File: config.mk
export PLATFORM = sky130hd
export DESIGN_NAME = nco_phase_gen
export DESIGN_NICKNAME = d
export VERILOG_FILES = /design/src/rtl/nco_phase_gen.sv
export SDC_FILE = /design/constraint.sdc
export NUM_CORES = 1
export LEC_CHECK = 0
export BUFFER_PORTS_ARGS = -buffer_cell sky130_fd_sc_hd__buf_2
export CAP_MARGIN = 20
export CELL_PAD_IN_SITES_DETAIL_PLACEMENT = 1
export CELL_PAD_IN_SITES_GLOBAL_PLACEMENT = 1
export CORE_MARGIN = 10
export CORE_UTILIZATION = 47
export DETAILED_ROUTE_END_ITERATION = 8
export MAX_ROUTING_LAYER = met4
export PLACE_DENSITY = 0.86
export SETUP_SLACK_MARGIN = 0.05
export SYNTH_ARGS = -nofsm -noshare
export SYNTH_HDL_FRONTEND = slang
export SYNTH_SLANG_ARGS = --single-unit
File: constraint.sdc
create_clock -name clk -period 3.1 [get_ports clk]
set_input_delay 0.62 -clock clk [delete_from_list [all_inputs] [get_ports clk]]
set_output_delay 0.62 -clock clk [all_outputs]
set_load 0.01 [all_outputs]
File: src/rtl/nco_phase_gen.sv
// Phase-accumulator NCO front end: integrates a tuning word and produces
// sine/cosine LUT addresses through a two-stage pipeline.
module nco_phase_gen #(
  parameter  int ADDR_MAX = 1024,
  parameter  int ACC_W    = 32,
  localparam int AW       = $clog2(ADDR_MAX)
) (
  input  logic             clk,
  input  logic             rst_n,
  input  logic             en,
  input  logic [ACC_W-1:0] ftw_in,
  input  logic             ftw_load,
  input  logic [AW-1:0]    phase_off,
  input  logic             sync_clr,
  output logic [AW-1:0]    addr_I,
  output logic [AW-1:0]    addr_Q,
  output logic             addr_valid,
  output logic             wrap
);

  logic [ACC_W-1:0] acc, ftw_act, ftw_pend;
  logic             pend_flag;
  logic [2:1]       vld_pipe;
  logic [ACC_W:0]   sum;
  logic             step, carry, xfer;
  logic [AW-1:0]    ph, ph_off;

  assign sum   = {1'b0, acc} + {1'b0, ftw_act};
  assign carry = sum[ACC_W];
  assign step  = en & ~sync_clr;
  // Swap words only where the phase jump is invisible: at wrap, while idle, or on clear.
  assign xfer  = pend_flag & ((step & carry) | ~en | sync_clr);

  assign ph     = acc[ACC_W-1 -: AW];
  assign ph_off = ph + phase_off;

  always_ff @(posedge clk or negedge rst_n) begin
    if (!rst_n) begin
      acc      <= '0;
      wrap     <= 1'b0;
      vld_pipe <= '0;
    end else begin
      if (sync_clr)  acc <= '0;
      else if (en)   acc <= sum[ACC_W-1:0];
      wrap        <= step & carry;
      vld_pipe[1] <= step;
      vld_pipe[2] <= vld_pipe[1];
    end
  end

  // A load coinciding with a transfer stays pending; the transfer takes the old word.
  always_ff @(posedge clk or negedge rst_n) begin
    if (!rst_n) begin
      ftw_act   <= '0;
      ftw_pend  <= '0;
      pend_flag <= 1'b0;
    end else begin
      if (xfer)          ftw_act  <= ftw_pend;
      if (ftw_load)      ftw_pend <= ftw_in;
      if (ftw_load)      pend_flag <= 1'b1;
      else if (xfer)     pend_flag <= 1'b0;
    end
  end

  always_ff @(posedge clk or negedge rst_n) begin
    if (!rst_n) begin
      addr_Q <= '0;
      addr_I <= '0;
    end else begin
      addr_Q <= ph_off;
      addr_I <= ph_off + AW'(ADDR_MAX / 4);
    end
  end

  assign addr_valid = vld_pipe[2];

endmodule
======== After elaboration in Yosys (flattened, before gate mapping) ========
Index checks and enable logic that the tools add are counted.
cells by class
  add/sub/neg operators ................... 3
  mux-type cells .......................... 4
  bitwise logic cells ..................... 7
  reduce and logical (&&, ||, !) cells .... 2
operators with widths
  cell                     count
  $mux W32                 2
  $add A32 B32 Y33         1
  $add A10 B10 Y10         1
  $add A10 B9 Y10 const B  1
  $reduce_bool A2 Y1       2
  $and A1 B1 Y1            3
  $mux W1                  2
  $not A1 Y1               2
  $or A1 B1 Y1             2
word-level totals
  flip-flop bits (word level) ............. 120
  input port bits ......................... 47
  output and inout port bits .............. 22

======== Logic depth before layout (Yosys ltp) ========
Gate-level depths: netlist of run 1.
  depth in word-level cells ............... 8
  gate-level depth with buffers ........... 12
  depth with buffers taken out ............ 11

======== Worst setup path after synthesis of run 1 ========
Ideal clock, no wire load.
  kind .................................... register -> register
  start point ............................. register acc[0]
  end point ............................... register ftw_act[10]
  arrival time ............................ 2,717 ps
  setup slack ............................. 258 ps
  cell stages (with the launch flop) ...... 13
  path buffers ............................ 1
  clock period less this slack ............ 2,842 ps
  cell sequence ........................... dfrtp_1 -> ha_1 -> inv_1 -> fa_1 -> nor2b_1 -> o211ai_1 -> a21oi_2 -> o31ai_2 -> a21oi_2 -> a41oi_4 -> o31ai_4 -> buf_6 -> mux2_2
on the way
  cells in the longest elaborated chain, start to end .. 5
RTL lines
  element                     RTL line  source
  start: declaration          21        logic [ACC_W-1:0] acc, ftw_act, ftw_pend;
  start signal: assignment    44        else if (en) acc <= sum[ACC_W-1:0];
  $add A32 B32 Y33            28        assign sum = {1'b0, acc} + {1'b0, ftw_act};
  $and A1 B1 Y1               32        assign xfer = pend_flag & ((step & carry) | ~en | sync_clr);
  $or A1 B1 Y1 (2 in series)  32
  $and A1 B1 Y1               32
  end signal: assignment      58        if (xfer) ftw_act <= ftw_pend;
  end: declaration            21
Every way passes these cells.
A chain may end at the register's enable or synchronous reset.

======== Worst setup path after layout of run 1 ========
  start point ............................. register acc[0]
  end point ............................... register ftw_act[14]
Same word-level chain as after synthesis.

==> results of run 1 <==
[area by class of cell]
cell class,count,area (sq um)
Clock buffer,9,225.2
Clock inverter,7,125.1
Fill cell,1449,5766
Inverter,18,67.56
Multi-Input combinational cell,422,3382
Sequential cell,112,2803
Tap cell,176,220.2
Timing Repair Buffer,91,601.8
[repair_timing]
item	4_1_cts	5_1_grt
setup buffers	4	5
setup endpoints to repair	32	36
resized for setup	7	28
pin swaps	4	5
cloned	2	1
[path summary, 6_finish.rpt]
kind	to	cells past startpoint
worst max-delay path	ftw_act[14]$_DFFE_PN0P_	13
worst min-delay path	acc[8]$_DFFE_PN0P_	1
worst max register to register	ftw_act[14]$_DFFE_PN0P_	13
worst min register to register	vld_pipe[2]$_DFF_PN0_	0
max in group asynchronous	acc[17]$_DFFE_PN0P_	2
min in group clk	vld_pipe[2]$_DFF_PN0_	0
[worst max-delay path: cells and delay by family (launching register included)]
kind                     cells  cell delay (ps)
multiplexers                 1              330
AND/OR/NAND/NOR              1              140
adder cells (fa/ha/maj)      2              550
buffers and inverters        3              410
AO/OA/AOI/OAI                6             1110
flip-flops                   1              380
[power by group through the flow]
stage	clock network, mW	logic [mW]	registers (mW)
2_1_floorplan	0	2.68	2.17
3_3_place_gp	0	3.36	2.21
3_5_place_dp	0	3.55	2.24
4_1_cts	1.39	3.66	2.22
5_1_grt	1.44	4.24	2.28
6_report	1.37	3.84	2.23
[kinds of logic after synthesis]
| family | Yosys count |
|---|---|
| buffers and inverters | 45 |
| xor gates and xnor gates | 27 |
| DFF | 112 |
| adders and majority gates | 43 |
| and+or+nand+nor | 136 |
| muxes | 75 |
| AOI/OAI and AO/OA | 141 |
[per-stage QoR]
stage	cells	cell area, sq um	setup slack (ps)	hold WS [ps]	utilization, %
floorplan	579	6290	258.3	324.4	-
global placement	807	6807	116.7	332.1	51.60
detailed placement	807	6807	-53.03	343.3	51.60
CTS	829	7262	106.8	221.8	55.06
global route	835	7425	-64.27	236.7	56.29
finish	835	7425	46.72	205.8	56.29
[state kept, by name (all words and copies together) (netlist names)]
signal,count
acc,32
addr_I,2
addr_Q,10
ftw_act,32
ftw_pend,32
pend_flag,1
vld_pipe,2
wrap,1
[per-layer routing]
metal	vias to the layer above	wire, microns	share of wire (%)	global-route usage, %
met2	87	8336	50	30.48
li1	2251	-	-	-
met4	0	365	2.2	7.536
met3	29	575	3.4	3.042
met5	-	0	0	-
met1	2425	7462	45	21.55
[layout by cell type (no fill, tap or decap), types with 3 or more instances in the layout]
cell | Yosys | layout
and3_1 | 4 | 4
nand2b_1 | 4 | 4
nand2_1 | 28 | 28
o21a_1 | 7 | 7
nor2_1 | 52 | 52
xor2_1 | 11 | 11
a21o_1 | 21 | 21
o21ai_0 | 21 | 21
nand4_1 | 3 | 3
a31oi_1 | 6 | 6
nor3_1 | 10 | 10
a211o_1 | 3 | 3
xnor2_1 | 15 | 15
bufinv_16 | 0 | 3
ha_1 | 41 | 40
o211ai_1 | 3 | 3
o21bai_1 | 4 | 4
buf_2 | 0 | 67
dfrtp_1 | 112 | 112
inv_6 | 0 | 3
nand3_1 | 9 | 9
mux2i_1 | 11 | 11
a21oi_1 | 41 | 40
nor2b_1 | 5 | 4
clkbuf_16 | 0 | 10
or2_2 | 4 | 4
a21boi_0 | 4 | 4
mux2_2 | 62 | 39
mux2_4 | 0 | 24
a221o_1 | 3 | 3
buf_4 | 8 | 18
inv_1 | 16 | 15
a21oi_2 | 2 | 3
or3_1 | 3 | 3
==> flow_metrics.tcl, run 1 <==
set metrics [dict create \
    status "complete, no violations" \
    cts_tree "done" \
    critPathCaptureType "register" \
    cellLeakagePower_nw 3.600 \
    yosysWarnings 0 \
    clk_pin_slew_ps 80 \
    gp_routability_congestion 0.8995 \
    synth_edf_count 0 \
    clock_sinks 112 \
    hpwl_microns 11780 \
    finalSetupTns_ps 0 \
    setup.worst_path.start "acc[0]$_DFFE_PN0P_" \
    initial_utilization_pct 47.69 \
    synth_adder_area_share_pct 8.793 \
    cp_data_required_time_ps 3350 \
    synthMuxAreaShare_pct 13.21 \
    syn_to_final_growth_pct 18.04 \
    pin_count 69 \
    cp_slowest_cell "dfrtp_1" \
    holdBufCountCts 0 \
    ys_types 64 \
    p_total_mw 7.432 \
    skew_ps 11.91 \
    synth_compound_area_share_pct 15.64 \
    antenna_found_initial 0 \
    grt_pass1_vias 5267 \
    crit_fanout 8 \
    yosysTopAreaCellShare_pct 44.56 \
    drc_errors 0 \
    vias 4792 \
    relSlewSlack_pct 47.24 \
    fp.coreArea_sq_um 13190 \
    drt_iter0_drc 165 \
    p_int_mw 4.421 \
    max_freq_mhz 327.5 \
    grt.overflow.total 0 \
    die_w_microns 135.7 \
    irDropWorstVdd_mv 0.3860 \
    syn_avg_cell_area_sq_um 10.86 \
    cp.arrival_ps 3300 \
    slew_viol_final 0 \
    grt_first_pass_wirelength_microns 26430 \
    ys_seq_area_share_pct 44.56 \
    async_flop_share_pct 100.0 \
    slowest_delay_ps 380 \
    syn_area_sq_um 6290 \
    viasPerCell 5.739 \
    htreeDepth 3 \
    syn-num-nets 669 \
    combPwrFrac_pct 51.7 \
    setup.worst_path.start_class "register" \
    clk_latency_ps 370 \
    die-area_sq_um 18410 \
    switchingPower_mw 3.012 \
    drive_above_1_share_pct 28.38 \
    synthCells 579 \
    seqPwrFrac_pct 29.9 \
    die_h_microns 135.7 \
    cts_root_buffer "clkbuf_16" \
    criticalPathCategory "register to register" \
    synthTopCellsByCount "dfrtp_1 (112), mux2_2 (62), nor2_1 (52)" \
    std_cell_rows 42 \
    synth_top_family_by_area "compound AO/OA/AOI/OAI gates" \
    finalHoldViolations 0 \
    post-route-min-period_ps 3053 \
    port_buffers 68 \
    p_sw_share_pct 40.52 \
    yosys-top-cells-area "dfrtp_1 (45%), mux2_2 (11%), ha_1 (8.2%)" \
    fin_crit_sh_pct 98.49 \
    layout.nets 744 \
    wl_per_cell_microns 20.05 \
    p_clk_share_pct 18.4 \
    ant_nets 0 \
    cts_buffer_depth 2 \
    synth.most_common_cell "dfrtp_1" \
    cts_made_buffers 9 \
    routed_wirelength_microns 16740 \
    num_antenna_cells 0 \
    rsz0062_at_grt "yes" \
    r2r_start "acc[0]$_DFFE_PN0P_" \
    grt_max_degree 58 \
    firstDrtPassIters 4 \
    worstPathCellList "ha_2, inv_2, fa_2, nor2b_2, o211ai_1, a21oi_2, o31ai_4, a21oi_2, a41oi_4, o31ai_4, buf_6, clkbuf_16, mux2_2" \
    powerDensity_nw_per_um2 1001 \
    hold_class "primary input to async pin" \
    cap_violations 0 \
    synthFlopType "dfrtp_1" \
    setup_viol 0 \
    synth-seq-cells 112 \
    tightestPinTransition_ps 791.4 \
    yosysTopAreaCell "dfrtp_1" \
    synth-xor-area-share_pct 3.979 \
    synth-simple-area-share_pct 10.30 \
    rrSetupSlack_ps 50 \
    grt_usage_pct 18.32 \
]
Power figures use the tool's default switching activity.
==> inputs of run 2 (changes only) <==
Settings changed: CAP_MARGIN 20 to unset, CORE_ASPECT_RATIO set to 1.4.
==> run 2 against run 1 <==
  * Routed wire length grew 4.4%
  * Cell area down 1.3%
  * Die area is 0.36% higher
  * Maximum frequency decreased by 0.71%
  * Via count is 0.54% higher
  * Highest routed layer unchanged
  * Sequential share of layout area rose by 0.48 points
  * Critical path depth unchanged
==> flow_metrics.tcl, run 2 (synthesis results as in run 1) <==
set metrics [dict create \
    drive_above_1_share_pct 27.90 \
    layout_common_cells "dfrtp_1 (112), buf_2 (67), nor2_1 (51)" \
    setup_viol 0 \
    irDropWorstVdd_mv 0.3729 \
    layout_commonest_cell "dfrtp_1" \
    critPathTopFamily "compound AO/OA/AOI/OAI gates" \
    die_w_microns 117.8 \
    port_buffers 68 \
    wl_met1_microns 6598 \
    rsz0062_at_grt "yes" \
    std_cell_rows 49 \
    cp_slowest_cell "dfrtp_1" \
    crit_buf_inv 3 \
    clk_latency_ps 360 \
    die-area_sq_um 18480 \
    holdBufCountCts 0 \
    max_freq_mhz 325.2 \
    routed_wirelength_microns 17470 \
    grt_first_pass_wirelength_microns 27390 \
    cap_violations 0 \
    setup.worst_path.start_class "register" \
    cellLeakagePower_nw 3.536 \
    skew_ps 11.55 \
    hpwl_microns 12400 \
    grt_max_degree 51 \
    die_h_microns 156.9 \
    hold-worst-slack_ps 246.8 \
    drt_iter0_drc 229 \
    criticalPathCategory "register to register" \
    num_antenna_cells 0 \
    clk_pin_slew_ps 80 \
    cp.arrival_ps 3320 \
    combPwrFrac_pct 53.0 \
    p_total_mw 7.236 \
    multi_input_area_sq_um 3369 \
    gp_routability_congestion 0.8835 \
    antenna_found_initial 0 \
    critPathCaptureType "register" \
    clock_sinks 112 \
    p_sw_share_pct 42.66 \
    wl_met2_microns 9616 \
    initial_utilization_pct 48.39 \
    cts_made_buffers 9 \
    slowest_delay_ps 370 \
    drc_errors 0 \
    layout.nets 741 \
    fp.coreArea_sq_um 13000 \
    seqPwrFrac_pct 30.7 \
    cts_root_buffer "clkbuf_16" \
    viasPerCell 5.777 \
    crit_fanout 6 \
    hold_class "primary input to async pin" \
    fillers 1429 \
    reg2regPathDepth 13 \
    ant_nets 0 \
    fin_crit_sh_pct 99.20 \
    grt_pass1_vias 5391 \
    vias 4818 \
    slew_viol_final 0 \
    firstDrtPassIters 4 \
    pin_count 69 \
    relSlewSlack_pct 46.83 \
    tightestPinTransition_ps 797.5 \
    grt.overflow.total 0 \
    top_layer "met4" \
    worstPathCellList "ha_2, inv_2, fa_2, nor2b_2, o211ai_1, a21oi_2, o31ai_4, a21oi_2, a41oi_4, o31ai_4, buf_6, buf_12, mux2_2" \
    p_clk_share_pct 16.2 \
    syn_to_final_growth_pct 16.55 \
    htreeDepth 3 \
    cp.depth 13 \
    cts_tree "done" \
    cts_buffer_depth 2 \
    finalHoldViolations 0 \
    reg_top3 "acc (32), ftw_act (32), ftw_pend (32)" \
    post-route-min-period_ps 3075 \
    dr_wl_met3_microns 562 \
    powerDensity_nw_per_um2 987.1 \
    wl_per_cell_microns 20.95 \
    grt_usage_pct 18.68 \
    status "complete, no violations" \
    register_area_sq_um 2803 \
    p_int_mw 4.149 \
    switchingPower_mw 3.087 \
    cp_data_required_time_ps 3350 \
]
==> run 2: changes by cell type in the layout (fill, tap and decap cells not counted), moves of 2 or more <==
| cell | delta |
|---|---|
| mux2_2 | +5 |
| mux2_4 | -5 |
| buf_4 | -4 |
| bufinv_16 | -3 |
| buf_16 | -2 |
| inv_8 | +2 |
==> run 2: worst paths after layout <==
| path | slack [ps] | to | from |
|---|---|---|---|
| max | 20 | ftw_act[30]$_DFFE_PN0P_ | ftw_act[0]$_DFFE_PN0P_ |
| min | 250 | acc[30]$_DFFE_PN0P_ | rst_n |
| max reg2reg | 20 | ftw_act[30]$_DFFE_PN0P_ | ftw_act[0]$_DFFE_PN0P_ |
| min reg2reg | 380 | vld_pipe[2]$_DFF_PN0_ | vld_pipe[1]$_DFF_PN0_ |
| max in group asynchronous | 2070 | ftw_act[30]$_DFFE_PN0P_ | rst_n |
| min in group clk | 380 | vld_pipe[2]$_DFF_PN0_ | vld_pipe[1]$_DFF_PN0_ |
==> run 2: per-stage QoR <==
| step | cells | setup WS (ps) | utilization [%] | setup TNS, ps | area [sq um] |
|---|---|---|---|---|---|
| 2_1_floorplan | 579 | 258.3 | - | 0 | 6290 |
| 3_3_place_gp | 811 | 120.2 | 52.50 | 0 | 6824 |
| 3_5_place_dp | 811 | 7.814 | 52.50 | 0 | 6824 |
| 4_1_cts | 827 | 71.70 | 54.80 | 0 | 7123 |
| 5_1_grt | 834 | -144.6 | 56.40 | -3974 | 7331 |
| 6_report | 834 | 24.85 | 56.40 | 0 | 7331 |
==> run 2: repair_timing <==
item | 4_1_cts | 5_1_grt
pin swaps | 1 | 3
gates resized for setup | 1 | 31
setup endpoints to repair | 32 | 36
cloned | 0 | 3
setup buffers | 0 | 4
==> run 2: per-layer routing <==
metal,up-vias,GRT usage [%]
li1,2242,-
met4,0,7.556
met5,-,-
met3,42,3.169
met1,2418,17.93
met2,116,36.22
==> run 2: worst register-to-register path: stages (launching register included) <==
cell and delay, ps:
dfrtp_1 370, ha_2 190, inv_2 40, fa_2 350
nor2b_2 140, o211ai_1 120, a21oi_2 280, o31ai_4 110
a21oi_2 210, a41oi_4 170, o31ai_4 280, buf_6 190
buf_12 150, mux2_2 340
==> run 2: power by group through the flow <==
stage          clock (mW)  sequential [mW]  combinational, mW
2_1_floorplan           0             2.17               2.68
3_3_place_gp            0             2.22               3.42
3_5_place_dp            0             2.25               3.58
4_1_cts              1.19             2.22               3.65
5_1_grt              1.26             2.28               4.24
6_report             1.17             2.22               3.84
==> run 2: layout make-up <==
class | instances | share of cell area [%]
clock buffer | 9 | 3.072
clock inverter | 7 | 0.9558
inverter | 18 | 0.9217
multi-input combinational | 422 | 45.96
sequential | 112 | 38.23
tap | 178 | 3.038
timing repair buffer | 88 | 7.817
